### src/rtl/dmem_pkg.sv
// dmem_pkg
//   Shared definitions for the data-memory arbiter: default address/data
//   widths and the arbiter FSM state encoding.
package dmem_pkg;

    localparam int DMEM_AW = 8;
    localparam int DMEM_DW = 8;

    // IDLE     : normal arbitration between core and loader
    // LDR_LOCK : loader owns the memory port until it releases ldr_lock
    typedef enum logic {
        IDLE     = 1'b0,
        LDR_LOCK = 1'b1
    } dmem_state_t;

endpackage

### src/rtl/dmem_arbiter.sv
// dmem_arbiter
//   Two-port arbiter in front of a single-port data memory. A CPU core and a
//   loader/debug port compete for the memory. Grants are combinational in the
//   cycle a request is accepted. Read data comes back one cycle after the
//   grant and is steered to the port that issued the read. The loader can
//   hold the memory across several accesses with ldr_lock.
//
//   Configuration macro:
//     DMEM_ARB_RR_EN  defined   -> ties in IDLE go to the port that was not
//                                  granted most recently
//                     undefined -> loader has fixed priority on ties
//
//   Ports:
//     clk, reset                     clock, synchronous active-high reset
//     core_req/we/addr/wdata         core request (held until granted)
//     core_gnt/rvalid/rdata          core grant and read return
//     ldr_req/we/lock/addr/wdata     loader request, lock-hold
//     ldr_gnt/rvalid/rdata           loader grant and read return
//     mem_en/we/addr/wdata           memory command port
//     mem_rdata                      memory read data (one cycle latency)
//     busy                           locked, or a read return due next cycle
//     core_stall_cnt                 saturating count of core wait cycles
module dmem_arbiter
    import dmem_pkg::*;
#(
    parameter int AW = DMEM_AW,
    parameter int DW = DMEM_DW
) (
    input  logic          clk,
    input  logic          reset,

    input  logic          core_req,
    input  logic          core_we,
    input  logic [AW-1:0] core_addr,
    input  logic [DW-1:0] core_wdata,
    output logic          core_gnt,
    output logic          core_rvalid,
    output logic [DW-1:0] core_rdata,

    input  logic          ldr_req,
    input  logic          ldr_we,
    input  logic          ldr_lock,
    input  logic [AW-1:0] ldr_addr,
    input  logic [DW-1:0] ldr_wdata,
    output logic          ldr_gnt,
    output logic          ldr_rvalid,
    output logic [DW-1:0] ldr_rdata,

    output logic          mem_en,
    output logic          mem_we,
    output logic [AW-1:0] mem_addr,
    output logic [DW-1:0] mem_wdata,
    input  logic [DW-1:0] mem_rdata,

    output logic          busy,
    output logic [7:0]    core_stall_cnt
);

    dmem_state_t state;

    // Read-return tracker: a read granted this cycle returns next cycle.
    // rd_own_p1 = 1 means the loader issued it.
    logic rd_vld_p1;
    logic rd_own_p1;

`ifdef DMEM_ARB_RR_EN
    // 1 = loader was the most recent grant
    logic last_ldr;
`endif

    // ---- stage p0: grant decision and memory command ----
    always_comb begin
        core_gnt = 1'b0;
        ldr_gnt  = 1'b0;
        if (!reset) begin
            if (state == LDR_LOCK) begin
                ldr_gnt = ldr_req;
            end else if (core_req && ldr_req) begin
`ifdef DMEM_ARB_RR_EN
                core_gnt = last_ldr;
                ldr_gnt  = !last_ldr;
`else
                ldr_gnt  = 1'b1;
`endif
            end else begin
                core_gnt = core_req;
                ldr_gnt  = ldr_req;
            end
        end
    end

    always_comb begin
        mem_en    = core_gnt | ldr_gnt;
        mem_we    = 1'b0;
        mem_addr  = '0;
        mem_wdata = '0;
        if (ldr_gnt) begin
            mem_we    = ldr_we;
            mem_addr  = ldr_addr;
            mem_wdata = ldr_wdata;
        end else if (core_gnt) begin
            mem_we    = core_we;
            mem_addr  = core_addr;
            mem_wdata = core_wdata;
        end
    end

    // A read granted now means an rvalid is due next cycle.
    assign busy = !reset && ((state == LDR_LOCK) || (mem_en && !mem_we));

    // ---- stage p1: state, read tracker, stall counter ----
    always_ff @(posedge clk) begin
        if (reset) begin
            state          <= IDLE;
            rd_vld_p1      <= 1'b0;
            rd_own_p1      <= 1'b0;
            core_stall_cnt <= 8'd0;
`ifdef DMEM_ARB_RR_EN
            last_ldr       <= 1'b1;
`endif
        end else begin
            case (state)
                IDLE:     if (ldr_gnt && ldr_lock) state <= LDR_LOCK;
                LDR_LOCK: if (!ldr_lock)           state <= IDLE;
                default:                           state <= IDLE;
            endcase

            rd_vld_p1 <= mem_en && !mem_we;
            rd_own_p1 <= ldr_gnt;

            if (core_req && !core_gnt && (core_stall_cnt != 8'hFF))
                core_stall_cnt <= core_stall_cnt + 8'd1;

`ifdef DMEM_ARB_RR_EN
            if (mem_en)
                last_ldr <= ldr_gnt;
`endif
        end
    end

    // Read return steering; rdata is forced to zero whenever rvalid is low.
    always_comb begin
        core_rvalid = !reset && rd_vld_p1 && !rd_own_p1;
        ldr_rvalid  = !reset && rd_vld_p1 &&  rd_own_p1;
        core_rdata  = core_rvalid ? mem_rdata : '0;
        ldr_rdata   = ldr_rvalid  ? mem_rdata : '0;
    end

endmodule

### config.mk
export PLATFORM = sky130hd
export DESIGN_NAME = dmem_arbiter
export DESIGN_NICKNAME = d
export VERILOG_FILES = /design/src/rtl/dmem_pkg.sv /design/src/rtl/dmem_arbiter.sv
export SDC_FILE = /design/constraint.sdc
export NUM_CORES = 1
export LEC_CHECK = 0
export BUFFER_PORTS_ARGS = -buffer_cell sky130_fd_sc_hd__buf_2
export CAP_MARGIN = 25
export CORE_AREA = 2 2 56 58
export CTS_CLUSTER_SIZE = 30
export DETAILED_ROUTE_END_ITERATION = 8
export DIE_AREA = 0 0 58 60
export PLACE_DENSITY_LB_ADDON = 0.08
export SLEW_MARGIN = 5
export SYNTH_ARGS = -nofsm -noshare
export SYNTH_HDL_FRONTEND = slang
export SYNTH_SLANG_ARGS = --single-unit
### constraint.sdc
create_clock -name clk -period 1.62 [get_ports clk]
set_input_delay 0.324 -clock clk [delete_from_list [all_inputs] [get_ports clk]]
set_output_delay 0.324 -clock clk [all_outputs]
set_load 0.02 [all_outputs]
# Yosys cells after proc, flatten, opt, wreduce, memory -nomap -nowiden
# Cells that the tools add are included.
[op_classes]
addsub = 1
mul = 0
div_mod_pow = 0
n_lt_le_gt_ge = 0
eq_ne = 1
shifts = 0
mux = 17
bitwise_logic = 2
reduce_logical = 14
[ops]
columns = ["cell", "n"]
rows = [
  ["2-to-1 mux 8 bit", 6],
  ["2-to-1 mux 1 bit", 10],
  ["logical AND 1 bit", 9],
  ["adder 8 x 1 -> 8 bit, second input constant", 1],
  ["!= test 8 bit, second input constant", 1],
  ["logical NOT 1 bit", 4],
  ["one-hot mux 1 bit (2 select lines)", 1],
  ["logical OR 1 bit", 1],
  ["NOT 1 bit", 1],
  ["bitwise OR 1 bit", 1],
]
[totals]
reg_bits = 11
latch_bits = 0
mem_bits_rw = 0
mem_bits_ro = 0
input_bits = 47
output_inout_bits = 47
n_memories = 0

# Depth between registers and ports, before layout
[logic_depth]
ltp_word = 10
mapped_depth = 5
ltp_nobuf = 5

# Worst setup path after synthesis
# Ideal clock, no wire load.
[synth_timing]
kind = "input to output"
start = "in reset"
end = "out core_rdata[0]"
arrival_ps = 1463
t_required_ps = 1296
setup_slack_ps = -167
cell_stages = 2
path_cell_list = "nor3b_1 and2_1"
[synth_between]
elab_chain_cells = 4
[synth_rtl]
columns = ["element", "line", "text"]
rows = [
  ["from (decl)", "dmem_arbiter.sv:30", "input logic reset,"],
  ["logical NOT 1 bit", "dmem_arbiter.sv:143", "core_rvalid = !reset && rd_vld_p1 && !rd_own_p1;"],
  ["logical AND 1 bit (2 in series)", "dmem_arbiter.sv:143", ""],
  ["2-to-1 mux 8 bit", "dmem_arbiter.sv:145", "core_rdata = core_rvalid ? mem_rdata : '0;"],
  ["to (decl)", "dmem_arbiter.sv:38", "output logic [DW-1:0] core_rdata,"],
]
# No other way between the ends.

# Final worst setup path
[layout_timing]
start = "reg state"
end = "out mem_addr[0]"
[layout_between]
elab_chain_cells = 4
[layout_rtl]
columns = ["element", "line", "text"]
rows = [
  ["from (decl)", "dmem_arbiter.sv:59", "dmem_state_t state;"],
  ["from (signal assigned)", "dmem_arbiter.sv:114", "state <= IDLE;"],
  ["from (signal assigned)", "dmem_arbiter.sv:123", "IDLE: if (ldr_gnt && ldr_lock) state <= LDR_LOCK;"],
  ["from (signal assigned)", "dmem_arbiter.sv:124", "LDR_LOCK: if (!ldr_lock) state <= IDLE;"],
  ["2-to-1 mux 1 bit", "dmem_arbiter.sv:76", "if (state == LDR_LOCK) begin"],
  ["2-to-1 mux 1 bit", "dmem_arbiter.sv:75", "if (!reset) begin"],
  ["2-to-1 mux 8 bit", "dmem_arbiter.sv:101", "end else if (core_gnt) begin"],
  ["2-to-1 mux 8 bit (*)", "dmem_arbiter.sv:97", "if (ldr_gnt) begin"],
  ["to (decl)", "dmem_arbiter.sv:51", "output logic [AW-1:0] mem_addr,"],
]
# Mark *: on every way between the ends. The rest lies on a longest branch, timed or not.

==> flow_summary.yaml <==
run_status:
  status: "finished with violations"
  violations: "setup timing"
setup_path:
  path_buf_inv: 2
  critPathLaunchType: "flip-flop"
  worst_path_largest_cell_delay_ns: 0.34
  reg2reg_from: "core_stall_cnt[1]$_SDFFE_PP0P_"
  crit_slowest_cell: "dfxtp_2"
  cp_common_cell: "buf_4"
  crit_required_ns: 1.30
  cp.arrival_ns: 1.46
  crit_start: "state$_SDFF_PP0_"
  cp_cell_sequence: "nor4b_4 -> buf_4 -> a22o_1 -> buf_4"
  crit_family: "buffers and inverters"
  cp_max_fo: 9
  path_class: "reg -> out"
  cp-end-kind: "primary output"
die:
  dieArea_um2: 3480
  rows: 20
  core_um2: 2900
  io_pins: 94
  dieHeight_um: 60
  initial_utilization_pct: 27.3
  die_w_um: 58
sta:
  fin_crit_ns: 1.79
  slew_headroom_pct: 68.6
  finalSetupTns_ns: -2.37
  maxSlewViolCount: 0
  worst_pin_slew_ns: 0.468
  finalCritPeriodShare_pct: 110
  fin_ws_ns: -0.166
  hold_viol_final: 0
  worst_clock_skew_ns: 0.00296
  rsz0062_at_grt: "true"
  max_freq_ghz: 0.560
  setup_viol: 19
route:
  vias_per_cell: 4.82
  drc: 0
  dr.first_iter.drc_count: 15
  vias: 1133
  dr_wl_met2_um: 1350
  wl_met3_um: 281
  ant_nets: 0
  firstDrtPassIters: 4
  wl_met1_um: 1030
  wl_per_cell_um: 11.4
  wirelength_um: 2690
  highest_layer: "met4"
grt:
  grt_overflow: 0
  track_usage_pct: 14.4
  grt_max_degree: 11
  grt_pass1_wl_um: 3950
  grt_pass1_vias: 968
  antenna_found_initial: 0
logic_synthesis:
  netlist_area_um2: 792
  ys_seq_area_share_pct: 27.8
  synthCells: 96
  synth_area_per_cell_um2: 8.25
  synthesis.nets: 144
  ys_ff_latch: 11
  synth_warnings: 0
  synth.distinct_cells: 31
placed_design:
  hpwl_um: 2150
  portBuffers: 93
  dp_worst_setup_slack_ns: -0.0500
  dp_cells: 227
  place.gp.congestion: 0.720
job:
  cap_violations: 0
pwr:
  comb_power_share_pct: 39.1
  p_per_area_nw_per_um2: 524
  power_frac_clock_pct: 24.4
  p_seq_share_pct: 36.6
  switching_share_pct: 32.5
  irDropWorstVdd_uv: 293
  p_sw_w: 0.000255
  p_int_w: 0.000530
  leakage_nw: 0.826
clock_tree:
  clockBufferDepth: 2
  path_clk_slew_ns: 0.07
  numClockSinks: 11
  cts_buffers: 3
  h-tree-depth: 1
  clk-insertion-delay-late_ns: 0.27
  root_buffer: "clkbuf_4"
  cts_tree: "done"
hold_path:
  hp-class: "in -> reg"
  hp-start: "ldr_lock"
layout:
  syn_to_final_growth_pct: 89.3
  diodes: 0
  nets: 251
  n_fill_cell: 268
  stdcell_count: 235
  drive_gt1_share_pct: 59.9
-- placed cells by master (no fill, tap or decap), types with 2 or more instances in the layout --
cell,Yosys,layout
a21oi_1,4,4
nand3_1,3,3
or3_1,2,2
xnor2_1,2,2
buf_6,0,7
nor2b_1,2,2
clkbuf_4,0,3
buf_2,2,81
buf_4,1,20
o21ai_0,2,2
a21o_1,2,2
dfxtp_1,11,10
nand2_1,2,2
a22o_1,17,16
nor2_1,7,6
o31ai_1,2,2
inv_1,4,3
and2_1,16,16
-- power by group through the flow --
stage,Sequential [W],Combinational [W],Clock [W]
2_1_floorplan,0.000300,0.000135,0
3_3_place_gp,0.000293,0.000274,0
3_5_place_dp,0.000293,0.000276,0
4_1_cts,0.000287,0.000302,0.000199
5_1_grt,0.000289,0.000331,0.000217
6_report,0.000287,0.000307,0.000192
-- path summary, 6_finish.rpt --
check,endpoint,slack [ns],depth (start not counted)
max,mem_addr[0],-0.17,4
min,state$_SDFF_PP0_,0.31,2
max reg2reg,core_stall_cnt[7]$_SDFFE_PP0P_,0.07,5
min reg2reg,core_stall_cnt[6]$_SDFFE_PP0P_,0.49,2
-- registers in the layout (all words and copies together) (netlist names) --
| signal | count |
|---|---|
| core_stall_cnt | 8 |
| rd_own_p1 | 1 |
| rd_vld_p1 | 1 |
| state | 1 |
-- routing by layer --
layer	vias to the layer above	track usage, %
met5	-	0
met4	0	4.98
met3	4	2.81
met2	66	27.3
met1	500	16.0
li1	563	-
-- cell type report --
| class | instances | area [um2] | area share [%] |
|---|---|---|---|
| timing repair buffer | 108 | 634 | 42.3 |
| multi-input combinational | 75 | 561 | 37.4 |
| sequential | 11 | 221 | 14.8 |
| tap | 33 | 41.3 | 2.75 |
| clock buffer | 4 | 26.3 | 1.75 |
| inverter | 4 | 15.0 | 1.00 |
-- per-stage QoR --
step | util, % | instance area (um2) | total power, W | hold WS, ns
after floorplan | - | 811 | 0.000435 | 0.396
after global placement | 47.4 | 1380 | 0.000566 | 0.475
after detailed placement | 47.4 | 1380 | 0.000569 | 0.484
after CTS | 50.8 | 1480 | 0.000788 | 0.303
after global routing | 51.6 | 1500 | 0.000838 | 0.305
final | 51.6 | 1500 | 0.000786 | 0.312
-- synthesized netlist by cell type (all sizes together) --
master   instances  share of area, %
and3b            1               1.1
dfxtp           11                28
or3              2               1.6
a211oi           1              0.95
nand3            3               1.9
o21ai            2               1.3
nand4            1              0.79
and3             1              0.79
nor3b            2               1.9
and4             1               1.1
buf              4               2.7
nor2             7               3.3
and2            16                13
mux2i            1               1.3
or4              1              0.95
clkbuf           2              0.95
inv              4               1.9
a2111oi          1               1.9
a21o             2               1.9
o22ai            1              0.79
a22o            17                19
nor2b            2               1.6
o31ai            2               1.9
nor4b            1               1.9
a21oi            4               2.5
xnor2            2               2.2
nand2            2              0.95
ha               1               1.6
xor2             1               1.1
-- cell families after synthesis --
logic type / after synthesis / synth area share, %
XOR/XNOR: 3 / 3.32
multiplexers: 1 / 1.26
flip-flops: 11 / 27.8
buffers and inverters: 10 / 5.53
adder cells (fa/ha/maj): 1 / 1.58
AO/OA/AOI/OAI: 30 / 30.0
AND/OR/NAND/NOR: 40 / 30.5
-- timing repair --
action | in CTS | in global routing
gates resized for setup | 23 | 1
pin swaps | 1 | 0
setup endpoints to repair | 20 | 30
buffers inserted | 1 | 3
hold buffers | 0 | 0
No activity file was read; power rests on OpenSTA's default activity.
